`config.mk`:
```
export PLATFORM = sky130hd
export DESIGN_NAME = regs_wt_arbiter
export DESIGN_NICKNAME = d
export VERILOG_FILES = /design/src/rtl/regs_arb_pkg.sv /design/src/rtl/regs_wt_arbiter_rr_arb2.sv /design/src/rtl/regs_wt_arbiter.sv
export SDC_FILE = /design/constraint.sdc
export NUM_CORES = 1
export LEC_CHECK = 0
export CAP_MARGIN = 5
export CORE_UTILIZATION = 30
export CTS_CLUSTER_DIAMETER = 200
export CTS_CLUSTER_SIZE = 20
export DETAILED_ROUTE_END_ITERATION = 8
export PLACE_DENSITY = 0.66
export SETUP_SLACK_MARGIN = 0.02
export SYNTH_ARGS = -nofsm -noshare
export SYNTH_HDL_FRONTEND = slang
export SYNTH_SLANG_ARGS = --single-unit
```
`constraint.sdc`:
```
create_clock -name clk -period 7.4 [get_ports clk]
set_input_delay 1.85 -clock clk [delete_from_list [all_inputs] [get_ports clk]]
set_output_delay 1.85 -clock clk [all_outputs]
set_load 0.005 [all_outputs]
```
`src/rtl/regs_arb_pkg.sv`:
```
// Shared definitions for the register-file write-port arbiter.
//
// Contents:
//   arb_state_t : S_INIT (clear sequence running) / S_RUN (normal sharing)
//   req_id_t    : which requester owns the write port in a given cycle
//   REG_FIRST / REG_LAST / REG_ZERO : register-number landmarks
package regs_arb_pkg;

    typedef enum logic {
        S_INIT = 1'b0,
        S_RUN  = 1'b1
    } arb_state_t;

    typedef enum logic [1:0] {
        REQ_WB   = 2'd0,
        REQ_INT  = 2'd1,
        REQ_DBG  = 2'd2,
        REQ_NONE = 2'd3
    } req_id_t;

    localparam logic [4:0] REG_FIRST = 5'd1;
    localparam logic [4:0] REG_LAST  = 5'd31;
    localparam logic [4:0] REG_ZERO  = 5'd0;

endpackage

```
`src/rtl/regs_wt_arbiter_rr_arb2.sv`:
```
// Two-way round-robin arbiter between the interrupt unit and the debug port.
//
// Ports:
//   clk  : clock, rising edge
//   rst  : synchronous active-low reset; pointer returns to favouring INT
//   req  : req[0] = INT request, req[1] = DBG request
//   adv  : the grant is actually taken this cycle, so the pointer may move
//   gnt  : one-hot grant, same bit order as req
module rr_arb2 (
    input  logic       clk,
    input  logic       rst,
    input  logic [1:0] req,
    input  logic       adv,
    output logic [1:0] gnt
);

    logic favour_int;

    // Only a real conflict consults the pointer; a lone request is
    // granted directly.
    always_comb begin
        gnt = req;
        if (req == 2'b11) begin
            gnt = favour_int ? 2'b01 : 2'b10;
        end
    end

    // The pointer flips towards whoever was not just served, and only on
    // cycles where the grant is actually consumed by the top level.
    always_ff @(posedge clk) begin
        if (!rst) begin
            favour_int <= 1'b1;
        end else if (adv && gnt[0]) begin
            favour_int <= 1'b0;
        end else if (adv && gnt[1]) begin
            favour_int <= 1'b1;
        end
    end

endmodule

```
`src/rtl/regs_wt_arbiter.sv`:
```
// Owner of the single write port of the 32x32 register file.
//
// After reset an optional clear sequence writes INIT_VAL to $1..$31, then
// the port is shared between the WB stage (fixed top priority, no
// handshake), the interrupt unit and the debug/loader port (both
// valid/ready, round-robin between them).
//
// Ports:
//   clk, rst                      : clock / synchronous active-low reset
//   wb_we, wb_addr, wb_data       : WB stage write request
//   int_valid/addr/data, int_ready: interrupt unit request + accept
//   dbg_valid/addr/data, dbg_ready: debug port request + accept
//   wt, reg_wt_addr, Data_in      : registered write port to regs
//   init_busy                     : clear sequence still running
//   stall_cnt                     : saturating count of blocked requester-cycles
module regs_wt_arbiter
    import regs_arb_pkg::*;
#(
    parameter bit          INIT_CLEAR = 1'b1,
    parameter logic [31:0] INIT_VAL   = 32'h0000_0000,
    parameter int          CNT_W      = 16
) (
    input  logic             clk,
    input  logic             rst,
    input  logic             wb_we,
    input  logic [4:0]       wb_addr,
    input  logic [31:0]      wb_data,
    input  logic             int_valid,
    input  logic [4:0]       int_addr,
    input  logic [31:0]      int_data,
    output logic             int_ready,
    input  logic             dbg_valid,
    input  logic [4:0]       dbg_addr,
    input  logic [31:0]      dbg_data,
    output logic             dbg_ready,
    output logic             wt,
    output logic [4:0]       reg_wt_addr,
    output logic [31:0]      Data_in,
    output logic             init_busy,
    output logic [CNT_W-1:0] stall_cnt
);

    arb_state_t       state_q, state_d;
    logic [4:0]       cp_q, cp_d;
    logic             wt_d;
    logic [4:0]       addr_d;
    logic [31:0]      data_d;
    logic [1:0]       rr_gnt;
    logic             run_open;
    req_id_t          src;
    logic [1:0]       blocked_n;
    logic [CNT_W:0]   stall_sum;
    logic [CNT_W-1:0] stall_d;

    assign init_busy = (state_q == S_INIT);

    rr_arb2 u_rr (
        .clk (clk),
        .rst (rst),
        .req ({dbg_valid, int_valid}),
        .adv (run_open),
        .gnt (rr_gnt)
    );

    // Handshake side: INT/DBG can only be accepted in RUN, when WB is idle
    // and reset is released, so nothing is acked in a cycle that reset
    // is about to throw away.
    always_comb begin
        run_open  = rst && (state_q == S_RUN) && !wb_we;
        int_ready = run_open && rr_gnt[0];
        dbg_ready = run_open && rr_gnt[1];
    end

    // Pick the owner of the port for this cycle and build the next output
    // word. With no owner, a pending clear step uses the port; otherwise
    // the port idles and keeps the last address/data. Writes to $0 are
    // accepted but never reach the register file.
    always_comb begin
        state_d = state_q;
        cp_d    = cp_q;
        wt_d    = 1'b0;
        addr_d  = reg_wt_addr;
        data_d  = Data_in;
        src     = REQ_NONE;

        if (wb_we) begin
            src = REQ_WB;
        end else if (int_ready) begin
            src = REQ_INT;
        end else if (dbg_ready) begin
            src = REQ_DBG;
        end

        case (src)
            REQ_WB: begin
                wt_d   = (wb_addr != REG_ZERO);
                addr_d = wb_addr;
                data_d = wb_data;
            end
            REQ_INT: begin
                wt_d   = (int_addr != REG_ZERO);
                addr_d = int_addr;
                data_d = int_data;
            end
            REQ_DBG: begin
                wt_d   = (dbg_addr != REG_ZERO);
                addr_d = dbg_addr;
                data_d = dbg_data;
            end
            default: begin
                if (state_q == S_INIT) begin
                    wt_d   = 1'b1;
                    addr_d = cp_q;
                    data_d = INIT_VAL;
                    cp_d   = cp_q + 5'd1;
                    if (cp_q == REG_LAST) begin
                        state_d = S_RUN;
                    end
                end
            end
        endcase
    end

    // Each handshake requester that is asserting valid without getting
    // ready adds one; the sum is clamped at all-ones.
    always_comb begin
        blocked_n = {1'b0, int_valid && !int_ready} + {1'b0, dbg_valid && !dbg_ready};
        stall_sum = {1'b0, stall_cnt} + {{(CNT_W-1){1'b0}}, blocked_n};
        stall_d   = stall_sum[CNT_W] ? {CNT_W{1'b1}} : stall_sum[CNT_W-1:0];
    end

    // Registered write port and bookkeeping. Reset drops any in-flight
    // write and restarts the clear sequence from $1.
    always_ff @(posedge clk) begin
        if (!rst) begin
            state_q     <= INIT_CLEAR ? S_INIT : S_RUN;
            cp_q        <= REG_FIRST;
            wt          <= 1'b0;
            reg_wt_addr <= REG_ZERO;
            Data_in     <= 32'h0;
            stall_cnt   <= '0;
        end else begin
            state_q     <= state_d;
            cp_q        <= cp_d;
            wt          <= wt_d;
            reg_wt_addr <= addr_d;
            Data_in     <= data_d;
            stall_cnt   <= stall_d;
        end
    end

endmodule

```
==> results by group, run 1 <==
Timing
  – Max frequency: 0.181 GHz
  – Final worst path period share: 74.8%
  – Final setup viols: 0
  – Slew @ Worst Pin: 962 ps
  – RSZ-0062 raised after global routing: false
  – Post-route setup TNS: 0 ps
  – Slew HR: 35.8%
  – Final hold vios: 0
  – Crit path time final: 5540 ps
  – Max-slew violations: 0
  – Final Skew: 7.71 ps
  – Setup ws final: 1860 ps

Die
  – Die Area: 0.0104 mm²
  – Die width: 102 µm
  – Die height: 102 µm
  – Top Ports: 173
  – # rows: 36
  – Initial Util: 30.9%
  – Core box area: 0.00973 mm²

Clocking
  – CTS tree: built
  – Setup bufs post-CTS: 0
  – PostCTS Resize Cnt: 0
  – TritonCTS Buffers: 9
  – CTS max path bufs: 2
  – CTS sink count: 61
  – H-tree depth: 3
  – Worst skew pair latency: 330 ps
  – Clk root buf: clkbuf_8
  – Hold Buf Count CTS: 0
  – CTS clk-pin slew, worst paths: 60 ps

Synthesis
  – Warnings, synthesis: 0
  – Synth Flop Type: dfxtp_1
  – Synth cell types: 44
  – Post-synth EDFFs: 0
  – Post-synthesis cell area: 0.00301 mm²
  – Mapped Cells: 314
  – Syn Nets: 434
  – Asr flop ratio synth: 0%
  – Synthesis-stage register bit count: 61
  – Seq/Total Area, Yosys: 40.6%
  – Syn avg cell area: 9.59 µm²

Worst setup path
  – Slowest CP cell: clkdlybuf4s50_1
  – Cells along the critical path: clkdlybuf4s50_1 > and3b_1 > nand3_1 > inv_1 > buf_4 > clkdlybuf4s50_1
  – Setup crit end kind: primary output
  – Worst path most repeated cell: clkdlybuf4s50_1
  – Largest stage delay, worst path: 570 ps
  – CP required: 5550 ps
  – Buf/Inv on CP: 4
  – Crit path max-delay family: buffers and inverters
  – CP arrival: 3690 ps
  – Worst-path fanout max: 39
  – Critical path class: in2out
  – Worst Setup Start Kind: input port

Placement
  – Final RePlAce weighted congestion: 0.766
  – # port buffers: 172
  – HPWL Detailed: 7410 µm
  – Place WS: 1860 ps

Global routing
  – Total global routing overflow: 0
  – Vias in the first global route: 3117
  – Largest net degree at the start of global routing: 45
  – Initial antenna violation count: 0
  – First-pass GRT wire length: 15700 µm
  – Total track usage: 19.3%

Power
  – P_leak: 1.87 nW
  – Overall Power: 0.826 mW
  – Peak supply drop: 0.112 mV
  – Pwr Density: 164 mW/mm²

Routing
  – Routed wire length per instance: 16.9 µm
  – Post-route ant nets: 0
  – Drt first-iter violations: 122
  – Final WL: 10400 µm
  – Vias: 3133
  – Drt pass-1 iters: 4
  – Vias per std cell: 5.09
  – DRC viols: 0

Layout
  – Diodes inserted: 0
  – Final Util: 51.9%
  – P&R area growth vs syn: 67.6%
  – Nets: 597
  – Fill cells: 917
  – Layout cells sized above 1: 7.68%

Status
  – Status: complete, no violations

Run
  – Max cap viols: 0

Worst hold path
  – Worst hold path class: reg2reg
==> logic make-up (layout without fill, tap and decap cells) <==
| family | count (synthesis) | after routing | share of synthesized area (%) |
|---|---|---|---|
| AOI/OAI and AO/OA | 111 | 111 | 30.9 |
| and+or+nand+nor | 87 | 87 | 16.8 |
| DFF | 61 | 61 | 40.6 |
| buffers and inverters | 35 | 203 | 5.03 |
| xor gates and xnor gates | 13 | 13 | 3.78 |
| adders and majority gates | 4 | 4 | 1.91 |
| muxes | 3 | 3 | 0.998 |
==> state kept, by name (all words and copies together), names as in the netlist <==
name and flops:
Data_in 32, cp_q 5, reg_wt_addr 5, stall_cnt 16
state_q 1, u_rr.favour_int 1, wt 1
==> worst reg2reg max path, delay by kind of cell, from the launching register on <==
family / cells / cell delay, ps
and+or+nand+nor: 6 / 1590
adders and majority gates: 2 / 630
DFF: 1 / 420
AOI/OAI and AO/OA: 1 / 170
buffers and inverters: 1 / 90
==> path summary, 6_finish.rpt <==
kind / startpoint / to / slack [ps] / depth (start not counted)
worst max-delay path: wb_we / dbg_ready / 1860 / 6
worst min-delay path: Data_in[20] / Data_in[20] / 490 / 1
worst max register to register: state_q / stall_cnt[0] / 4400 / 10
worst min register to register: Data_in[20] / Data_in[20] / 490 / 1
==> cell usage in the layout (no fill, tap or decap), types with 2 or more instances in the layout <==
cell type / Yosys / layout
mux2i_1: 3 / 3
a222oi_1: 3 / 3
nor3_1: 5 / 5
and2_1: 32 / 32
o21ai_0: 13 / 13
a22oi_1: 2 / 2
clkinv_2: 0 / 2
o211ai_1: 3 / 3
buf_4: 1 / 5
a21oi_2: 9 / 9
nand3_1: 4 / 4
a221o_1: 32 / 32
or4_1: 2 / 2
xnor2_1: 10 / 10
nor2_1: 10 / 9
ha_1: 3 / 3
a21oi_1: 11 / 11
bufinv_16: 0 / 2
a22o_1: 32 / 32
xor2_1: 3 / 3
and3_1: 3 / 3
dfxtp_1: 61 / 61
nand2_1: 13 / 13
nor2b_1: 2 / 2
clkbuf_8: 0 / 11
nor4_1: 2 / 2
inv_1: 10 / 10
clkdlybuf4s50_1: 0 / 171
nand4_1: 5 / 5
nand2b_1: 2 / 2
==> final cells by class <==
cell class | count | area, µm² | area share (%)
Timing Repair Buffer | 177 | 1750 | 34.8
Multi-Input combinational cell | 218 | 1640 | 32.5
Sequential cell | 61 | 1220 | 24.2
Tap cell | 133 | 166 | 3.30
Clock buffer | 12 | 155 | 3.08
Clock inverter | 4 | 70.1 | 1.39
Inverter | 10 | 37.5 | 0.744
==> cell usage after synthesis, types with 9 or more instances <==
cell	number	area (µm²)
and2_1	32	200
inv_1	10	37.5
nand2_1	13	48.8
o21ai_0	13	65.1
xnor2_1	10	87.6
a22o_1	32	280
a21oi_1	11	55.1
clkbuf_1	15	56.3
a21oi_2	9	78.8
a221o_1	32	320
dfxtp_1	61	1220
nor2_1	10	37.5
==> where the power goes <==
part / leakage [nW] / total [mW] / switching, mW / internal [mW]
Clock: 0.116 / 0.339 / 0.132 / 0.207
Combinational: 1.25 / 0.135 / 0.0416 / 0.0933
Sequential: 0.499 / 0.352 / 0.00990 / 0.342
Total: 1.87 / 0.826 / 0.184 / 0.642
==> per-stage QoR <==
stage	cell area (µm²)	instances	hold slack (ps)
2_1_floorplan	3010	314	471
3_3_place_gp	4820	599	468
3_5_place_dp	4820	599	472
4_1_cts	5040	615	491
5_1_grt	5040	615	507
6_report	5040	615	487
==> layer usage <==
layer	global-route usage, %	share of wire (%)	vias up
li1	-	-	1518
met1	22.6	42	1479
met2	34.6	49	127
met3	5.61	8.4	9
met4	4.84	0.69	0
met5	0	0	-
Note: power is estimated with default switching activity, not from simulation.
==> inputs of run 2 (changes only) <==
- PLACE_DENSITY: 0.66 -> 0.68
- clock period: 7.4 -> 4.8 ns (I/O delays scaled with it)
==> results by group, run 2 (same netlist as run 1, synthesis figures left out) <==
Power
  – Pwr Density: 251 mW/mm² (was 164 mW/mm²)
  – P_leak: 1.87 nW (unchanged)
  – Peak supply drop: 0.154 mV (was 0.112 mV)
  – Overall Power: 1.27 mW (was 0.826 mW)

Worst setup path
  – Critical path class: in2out (unchanged)
  – CP arrival: 2690 ps (was 3690 ps)
  – Buf/Inv on CP: 3 (was 4)
  – Worst Setup Start Kind: input port (unchanged)
  – Worst path most repeated cell: clkdlybuf4s50_1 (unchanged)
  – Cells along the critical path: clkdlybuf4s50_1 > and3b_1 > nand3_1 > inv_1 > clkdlybuf4s50_1 (was clkdlybuf4s50_1 > and3b_1 > nand3_1 > inv_1 > buf_4 > clkdlybuf4s50_1)
  – CP required: 3600 ps (was 5550 ps)
  – Largest stage delay, worst path: 510 ps (was 570 ps)
  – Setup crit end kind: primary output (unchanged)
  – Worst-path fanout max: 3 (was 39)
  – Crit path max-delay family: buffers and inverters (unchanged)
  – Slowest CP cell: clkdlybuf4s50_1 (unchanged)

Timing
  – Final setup viols: 0 (unchanged)
  – Max frequency: 0.257 GHz
  – Final hold vios: 0 (unchanged)
  – Max-slew violations: 0 (unchanged)
  – Post-route setup TNS: 0 ps (unchanged)
  – Slew HR: 38.5% (was 35.8%)
  – Slew @ Worst Pin: 922 ps (was 962 ps)
  – Final worst path period share: 81.1%
  – Crit path time final: 3890 ps
  – Setup ws final: 908 ps (was 1860 ps)
  – RSZ-0062 raised after global routing: false (unchanged)
  – Final Skew: 13.4 ps (was 7.71 ps)

Worst hold path
  – Worst hold path class: reg2reg (unchanged)

Placement
  – # port buffers: 172 (unchanged)
  – Dpl cell area: 0.00482 mm² (unchanged)
  – Final RePlAce weighted congestion: 0.850 (was 0.766)
  – HPWL Detailed: 7240 µm (was 7410 µm)
  – Place WS: 642 ps (was 1860 ps)
  – Dpl cells: 599 (unchanged)

Global routing
  – Total track usage: 19.1% (was 19.3%)
  – Vias in the first global route: 3040 (was 3117)
  – First-pass GRT wire length: 15200 µm (was 15700 µm)
  – Initial antenna violation count: 0 (unchanged)
  – Largest net degree at the start of global routing: 45 (unchanged)
  – Total global routing overflow: 0 (unchanged)

Layout
  – Diodes inserted: 0 (unchanged)
  – Finished Cell Area: 0.00504 mm² (unchanged)
  – Layout cells sized above 1: 7.68% (unchanged)
  – Most frequent cells in the layout: clkdlybuf4s50_1 (171), dfxtp_1 (61), a22o_1 (32), and2_1 (32), a221o_1 (32) (unchanged)
  – Commonest non-fill, non-tap cell in the layout: clkdlybuf4s50_1 (unchanged)
  – Nets: 597 (unchanged)
  – Fill cells: 935 (was 917)
  – Largest reg by FF count: Data_in (unchanged)
  – Largest regs: Data_in x32, stall_cnt x16 (unchanged)
  – Final cell count without fillers: 615 (unchanged)
  – Max FFs per register: 32 (unchanged)
  – P&R area growth vs syn: 67.6% (unchanged)

Clocking
  – CTS clk-pin slew, worst paths: 60 ps (about the same)
  – CTS max path bufs: 2 (unchanged)
  – CTS tree: built (unchanged)
  – H-tree depth: 3 (unchanged)
  – Hold Buf Count CTS: 0 (unchanged)
  – Clk root buf: clkbuf_8 (unchanged)
  – Setup bufs post-CTS: 0 (unchanged)
  – CTS sink count: 61 (unchanged)
  – TritonCTS Buffers: 9 (unchanged)
  – PostCTS Resize Cnt: 0 (unchanged)
  – Worst skew pair latency: 340 ps (was 330 ps)

Routing
  – Drt first-iter violations: 120 (was 122)
  – Routed wire length per instance: 16.6 µm (was 16.9 µm)
  – Drt pass-1 iters: 4 (unchanged)
  – Post-route ant nets: 0 (unchanged)
  – Vias: 3138 (was 3133)
  – Vias per std cell: 5.10 (was 5.09)
  – Final WL: 10200 µm (was 10400 µm)
  – DRC viols: 0 (unchanged)

Die
  – Core box area: 0.00973 mm² (unchanged)
  – Die width: 102 µm (unchanged)
  – Initial Util: 30.9% (unchanged)
  – Top Ports: 173 (unchanged)
  – # rows: 36 (unchanged)
  – Die Area: 0.0104 mm² (unchanged)
  – Die height: 102 µm (unchanged)

Status
  – Status: complete, no violations (unchanged)

Run
  – Max cap viols: 0 (unchanged)
-- run 2: path summary, 6_finish.rpt --
kind                                   from      endpoint  slack [ps]  cells past startpoint
worst max-delay path                  wb_we     dbg_ready         910                      5
worst min-delay path            Data_in[12]   Data_in[12]         490                      1
worst max register to register      state_q  stall_cnt[0]        1820                     10
worst min register to register  Data_in[12]   Data_in[12]         490                      1
-- run 2: final cells by class --
type | count | area, µm² | area share [%]
repair buffers | 177 | 1750 | 34.8
multi-input cells | 218 | 1640 | 32.5
flip-flops and latches | 61 | 1220 | 24.2
well taps | 133 | 166 | 3.30
clock buffers | 12 | 155 | 3.08
clock inverters | 4 | 70.1 | 1.39
inverters | 10 | 37.5 | 0.744
-- run 2: metrics by stage --
stage	hold slack, ps	utilization, %
after global placement	467	49.5
after floorplan	471	-
after CTS	492	51.9
final	486	51.9
after global routing	506	51.9
after detailed placement	470	49.5
-- run 2: report_power, final --
group	switching, mW	internal (mW)	leakage (nW)
Sequential	0.0149	0.527	0.499
Clock	0.199	0.319	0.116
Combinational	0.0622	0.144	1.25
-- run 2: per-layer routing --
metal | wire length (µm) | up-vias | GRT usage (%)
li1 | - | 1516 | -
met1 | 4470 | 1494 | 23.5
met2 | 4850 | 121 | 31.6
met3 | 812 | 7 | 6.29
met4 | 89 | 0 | 5.93
met5 | 0 | - | 0
==> inputs of run 3 (changes only) <==
- clock period: 4.8 -> 3.25 ns (I/O delays scaled with it)
==> results by group, run 3 (same netlist as run 1, synthesis figures left out) <==
Clocking
  – Clk root buf: clkbuf_8 (unchanged)
  – Hold Buf Count CTS: 0 (unchanged)
  – CTS clk-pin slew, worst paths: 60 ps (about the same)
  – CTS tree: built (unchanged)
  – Worst skew pair latency: 330 ps (was 340 ps)
  – TritonCTS Buffers: 9 (unchanged)
  – H-tree depth: 3 (unchanged)
  – CTS max path bufs: 2 (unchanged)
  – CTS sink count: 61 (unchanged)

Layout
  – P&R area growth vs syn: 70.2% (was 67.6%)
  – Most frequent cells in the layout: clkdlybuf4s50_1 (171), dfxtp_1 (61), a22o_1 (32), and2_1 (32), a221o_1 (32) (unchanged)
  – Register area: 0.00122 mm² (unchanged)
  – Layout cells sized above 1: 11.3% (was 7.68%)
  – Max FFs per register: 32 (unchanged)
  – Diodes inserted: 0 (unchanged)
  – Largest reg by FF count: Data_in (unchanged)
  – Nets: 610 (was 597)
  – Commonest non-fill, non-tap cell in the layout: clkdlybuf4s50_1 (unchanged)
  – Final cell count without fillers: 627 (was 615)
  – Area of the multi-input gates: 0.00167 mm² (was 0.00164 mm²)
  – Largest regs: Data_in x32, stall_cnt x16 (unchanged)
  – Fill cells: 898 (was 935)

Placement
  – HPWL Detailed: 7150 µm (was 7240 µm)
  – # port buffers: 172 (unchanged)
  – Dpl cells: 611 (was 599)
  – Place WS: -381 ps (was 642 ps)
  – Final RePlAce weighted congestion: 0.777 (was 0.850)

Worst setup path
  – Worst-path fanout max: 13 (was 3)
  – Critical path class: in2reg (was in2out)
  – CP arrival: 3430 ps (was 2690 ps)
  – Worst Setup Start Kind: input port (unchanged)
  – CP required: 3510 ps (was 3600 ps)
  – Setup crit end kind: register (was primary output)

Timing
  – RSZ-0062 raised after global routing: true (was false)
  – Slew HR: 55.4% (was 38.5%)
  – Final setup viols: 0 (unchanged)
  – Slew @ Worst Pin: 668 ps (was 922 ps)
  – Max frequency: 0.315 GHz
  – Final worst path period share: 97.8%
  – Max-slew violations: 0 (unchanged)
  – Final hold vios: 0 (unchanged)
  – Crit path time final: 3180 ps
  – Final Skew: 8.77 ps (was 13.4 ps)
  – Setup ws final: 72.6 ps (was 908 ps)

Die
  – Die height: 102 µm (unchanged)
  – # rows: 36 (unchanged)
  – Top Ports: 173 (unchanged)
  – Core box area: 0.00973 mm² (unchanged)
  – Die Area: 0.0104 mm² (unchanged)
  – Initial Util: 30.9% (unchanged)
  – Die width: 102 µm (unchanged)

Power
  – P_leak: 1.91 nW (was 1.87 nW)
  – Peak supply drop: 0.181 mV (was 0.154 mV)
  – Pwr Density: 339 mW/mm² (was 251 mW/mm²)

Routing
  – Vias per std cell: 5.07 (was 5.10)
  – Vias: 3176 (was 3138)
  – Final WL: 10100 µm (was 10200 µm)
  – Drt first-iter violations: 116 (was 120)
  – DRC viols: 0 (unchanged)
  – Routed wire length per instance: 16.0 µm (was 16.6 µm)
  – Drt pass-1 iters: 4 (unchanged)
  – Post-route ant nets: 0 (unchanged)

Global routing
  – Largest net degree at the start of global routing: 45 (unchanged)
  – Vias in the first global route: 2991 (was 3040)
  – Initial antenna violation count: 0 (unchanged)
  – Total track usage: 18.5% (was 19.1%)
  – First-pass GRT wire length: 14900 µm (was 15200 µm)
  – Total global routing overflow: 0 (unchanged)

Worst hold path
  – Worst hold path class: reg2reg (unchanged)

Status
  – Status: complete, no violations (unchanged)

Run
  – Max cap viols: 0 (unchanged)
==> run 3: through the flow <==
stage / util [%] / hold WS [ps] / cell area, µm² / setup TNS (ps) / power [mW]
final: 52.7 / 485 / 5120 / 0 / 1.74
after global routing: 52.7 / 499 / 5120 / -38.6 / 1.82
after CTS: 52.4 / 490 / 5100 / 0 / 1.76
after detailed placement: 50.5 / 472 / 4910 / -5210 / 1.13
after global placement: 50.5 / 468 / 4910 / -4070 / 1.12
after floorplan: - / 471 / 3020 / 0 / 0.905
==> run 3: path summary, 6_finish.rpt <==
path / start / endpoint / slack, ps / cells past startpoint
setup / recovery: wb_we / stall_cnt[2] / 70 / 11
hold reg to reg: Data_in[18] / Data_in[18] / 480 / 1
hold / removal: Data_in[18] / Data_in[18] / 480 / 1
setup reg to reg: state_q / stall_cnt[2] / 730 / 10
==> run 3: what timing repair did <==
item	CTS	global route
setup endpoints to repair	14	14
pin swaps	1	4
buffers inserted	0	1
gates resized for setup	3	5
==> run 3: area by class of cell <==
class / instances / share of cell area, %
Multi-Input combinational cell: 218 / 32.5
Timing Repair Buffer: 190 / 36.2
Clock inverter: 1 / 0.0977
Clock buffer: 14 / 3.37
Inverter: 10 / 0.732
Tap cell: 133 / 3.25
Sequential cell: 61 / 23.8
==> run 3: layer usage <==
| layer | up-vias | share of wire [%] | global-route usage, % |
|---|---|---|---|
| met2 | 124 | 48 | 31.9 |
| met1 | 1501 | 44 | 22.5 |
| met5 | - | 0 | 0 |
| li1 | 1542 | - | - |
| met4 | 0 | 0.88 | 6.37 |
| met3 | 9 | 7.9 | 4.38 |
==> run 3: critical path, stage by stage <==
cell and delay [ps]:
clkdlybuf4s50_1 470, and3b_2 250, nand3_2 90, nand2_2 70, fa_2 370, inv_2 80, ha_2 180, nand3_2 80
or4_4 530, or2_4 340, a21oi_1 150
==> run 3: where the power goes <==
part	switching, mW	total [mW]	internal, mW	leakage (nW)
clock	0.287	0.622	0.335	0.0926
combinational	0.0958	0.315	0.219	1.31
sequential	0.0221	0.800	0.778	0.499
total	0.405	1.74	1.33	1.91
==> edit, RTL diff (flow settings as in run 2) <==
`CNT_W`: 16 -> 32.
--- a/src/rtl/regs_wt_arbiter.sv
+++ b/src/rtl/regs_wt_arbiter.sv
@@ -18,7 +18,7 @@
 #(
     parameter bit          INIT_CLEAR = 1'b1,
     parameter logic [31:0] INIT_VAL   = 32'h0000_0000,
-    parameter int          CNT_W      = 16
+    parameter int          CNT_W      = 32
 ) (
     input  logic             clk,
     input  logic             rst,
Interface: changed (resized stall_cnt); port bits go from 173 to 189. No check against the original RTL was run, so the function may have changed too.
==> edit against run 2 <==
  * Power grew 32%
  * Die area grew 22%
  * Final area grew 19%
  * Register-to-register slack lost 0.30 ns
  * Sequential cell count grew 16
  * Setup slack lost 0.35 ns
  * Maximum frequency shrank 8.3%
  * Count of clock-buffer cells in the layout shrank 3
  * Combinational power shrank 3%
  * First-iteration DRC count grew to 2.6 times the old value
  * Area after synthesis grew 23%
  * Routed wire length grew 26%
  * Critical endpoint unchanged
==> edit: results (changes against run 2) <==
Drt
  • Initial DRT Pass Iterations: 5 (+1)
  • Initial DRC count: 307 (+160%)
  • Post-Route WL: 12.86 mm (+26%)
  • DR vias/cell: 5.587 (+9.5%)

Yosys
  • Async S/R FF share, synth: 0% (unchanged)
  • Yosys cell types: 47 (+6.8%)
  • Synth area leaders: dfxtp_1 42%, a22oi_1 13%, a21oi_1 7.2%
  • Most used DFF post-synth: dfxtp_1
  • Xor/xnor cell area share of the yosys netlist: 3.078% (-0.70 points)
  • Compound-gate portion of the synthesized area: 29.77% (-1.1 points)
  • Mux cell area share after synthesis: 0.5413% (-0.46 points)
  • Post-Synthesis Net Count: 542 (+25%)
  • Sequential area share after synthesis: 41.68% (+1.1 points)
  • Adder-Cell Fraction of Synth Area: 1.556% (-0.36 points)
  • Most frequent cells after synthesis: 77 x dfxtp_1, 65 x a22oi_1, 53 x a21oi_1, 33 x clkbuf_1, 18 x nand2_1
  • Synth warnings: 0 (unchanged)

GRT
  • All-Layer GR Usage: 20.42% (+1.3 points)
  • Vias in the first global route: 4105 (+35%)
  • Met1 usage: 21.69% (-1.8 points)
  • Met2 GRT Util: 35.01% (+3.4 points)
  • Met3 Resource Use GR: 9.588% (+3.3 points)
  • Initial antenna violation count: 0 (unchanged)
  • Global-route wire length before repair: 20.55 mm (+35%)
  • Largest net degree at the start of global routing: 52 (+16%)

Finish
  • Top flop regs: Data_in: 32 flops, stall_cnt: 32 flops
  • Ratio of cells with drive above 1 in the final layout: 5.528% (-2.1 points)
  • Nets: 712 (+19%)
  • Antenna diodes: 0 (unchanged)

Run status
  • Status: complete, no violations

Clock tree
  • CTS max path bufs: 2 (unchanged)
  • PostCTS Resize Cnt: 0 (unchanged)
  • Depth of the CTS H-tree: 3 (unchanged)
  • Worst skew pair latency: 0.34 ns (about the same)
  • CTS Root Cell: clkbuf_16
  • Worst-path clk slew: 0.06 ns (about the same)
  • Postcts setup bufs: 0 (unchanged)
  • Inserted Clock Buffers: 9 (unchanged)

Critical path
  • Critical path peak fanout: 45 (+42)
  • Largest stage delay, worst path: 0.60 ns (+0.09 ns)
  • Critical path arrival: 3.04 ns (+0.35 ns)
  • Slowest stage cell, crit path: clkdlybuf4s50_1
  • Top cell family by delay on the critical path: buffers and inverters

Pwr
  • Static leakage: 0.002020 uW (+8.1%)
  • Peak VDD IR: 206.0 uV (+34%)

STA
  • Layout Skew: 0.005982 ns (-0.007441 ns)
  • Slew headroom: 62.09% (+24 points)
  • Setup TNS: 0 ns (unchanged)

Placement
  • Dpl hpwl: 9.123 mm (+26%)
  • Port bufs: 188 (+9.3%)
  • Gpl congestion: 0.7998 (-5.9%)

Hold path
  • HP Class: reg2reg
## edit: cell types whose count changed after synthesis, moves of 9 or more
cell,before,now
a22o_1,32,0
a21oi_2,9,0
a221o_1,32,0
a21oi_1,11,53
a31oi_1,0,9
clkbuf_1,15,33
nand4_1,5,14
nand3_1,4,13
and2_1,32,2
or4_1,2,11
dfxtp_1,61,77
a22oi_1,2,65
## edit: worst min-delay path, stage by stage (launching register included)
cell,delay (ns)
dfxtp_1,0.31
nor2_1,0.09
a2111oi_0,0.06
## edit: kinds of logic (layout without fill, tap and decap cells)
family          Yosys count  in the layout
simple gates            119            119
mux                       2              2
buf+inv                  42            217
xor+xnor                 13             13
flops                    77             77
compound gates          165            165
fa+ha+maj                 4              4
## edit: final timing paths
path                            slack (ns)                     endpoint                   startpoint  cells after the start
worst max register to register        1.52     stall_cnt[22]$_SDFF_PN0_         state_q$_SDFFE_PN0N_                     10
worst max-delay path                  0.56                    dbg_ready                          rst                      5
worst min register to register        0.50  reg_wt_addr[0]$_SDFFE_PN0P_  reg_wt_addr[0]$_SDFFE_PN0P_                      2
worst min-delay path                  0.50  reg_wt_addr[0]$_SDFFE_PN0P_  reg_wt_addr[0]$_SDFFE_PN0P_                      2
## edit: per-layer routing
| metal | part of all wire (%) | up-vias |
|---|---|---|
| li1 | - | 1995 |
| met1 | 38 | 1967 |
| met2 | 50 | 172 |
| met3 | 9.6 | 23 |
| met4 | 2.4 | 0 |
| met5 | 0 | - |
## edit: layout make-up
class	count	area (um^2)
Inverter	5	18.77
Clock buffer	9	225.2
Multi-Input combinational cell	303	1999
Fill cell	1181	5983
Clock inverter	7	122.6
Timing Repair Buffer	196	1937
Tap cell	147	183.9
Sequential cell	77	1541
## edit: per-stage QoR
step / instances / total power [uW] / hold WS (ns) / setup slack (ns) / cell area (um^2)
finish: 744 / 1667 / 0.5033 / 0.5554 / 6028
global route: 744 / 1733 / 0.5265 / 0.4549 / 6028
CTS: 744 / 1686 / 0.5020 / 0.5386 / 6028
detailed placement: 728 / 887.2 / 0.4934 / 0.3922 / 5680
global placement: 728 / 885.0 / 0.4845 / 0.4738 / 5680
floorplan: 422 / 737.8 / 0.4713 / 0.6495 / 3699
## edit: power by group
group / internal [uW] / total [uW] / switching (uW)
logic: 136 / 200 / 64.0
registers: 659 / 674 / 14.3
clock network: 510 / 793 / 283
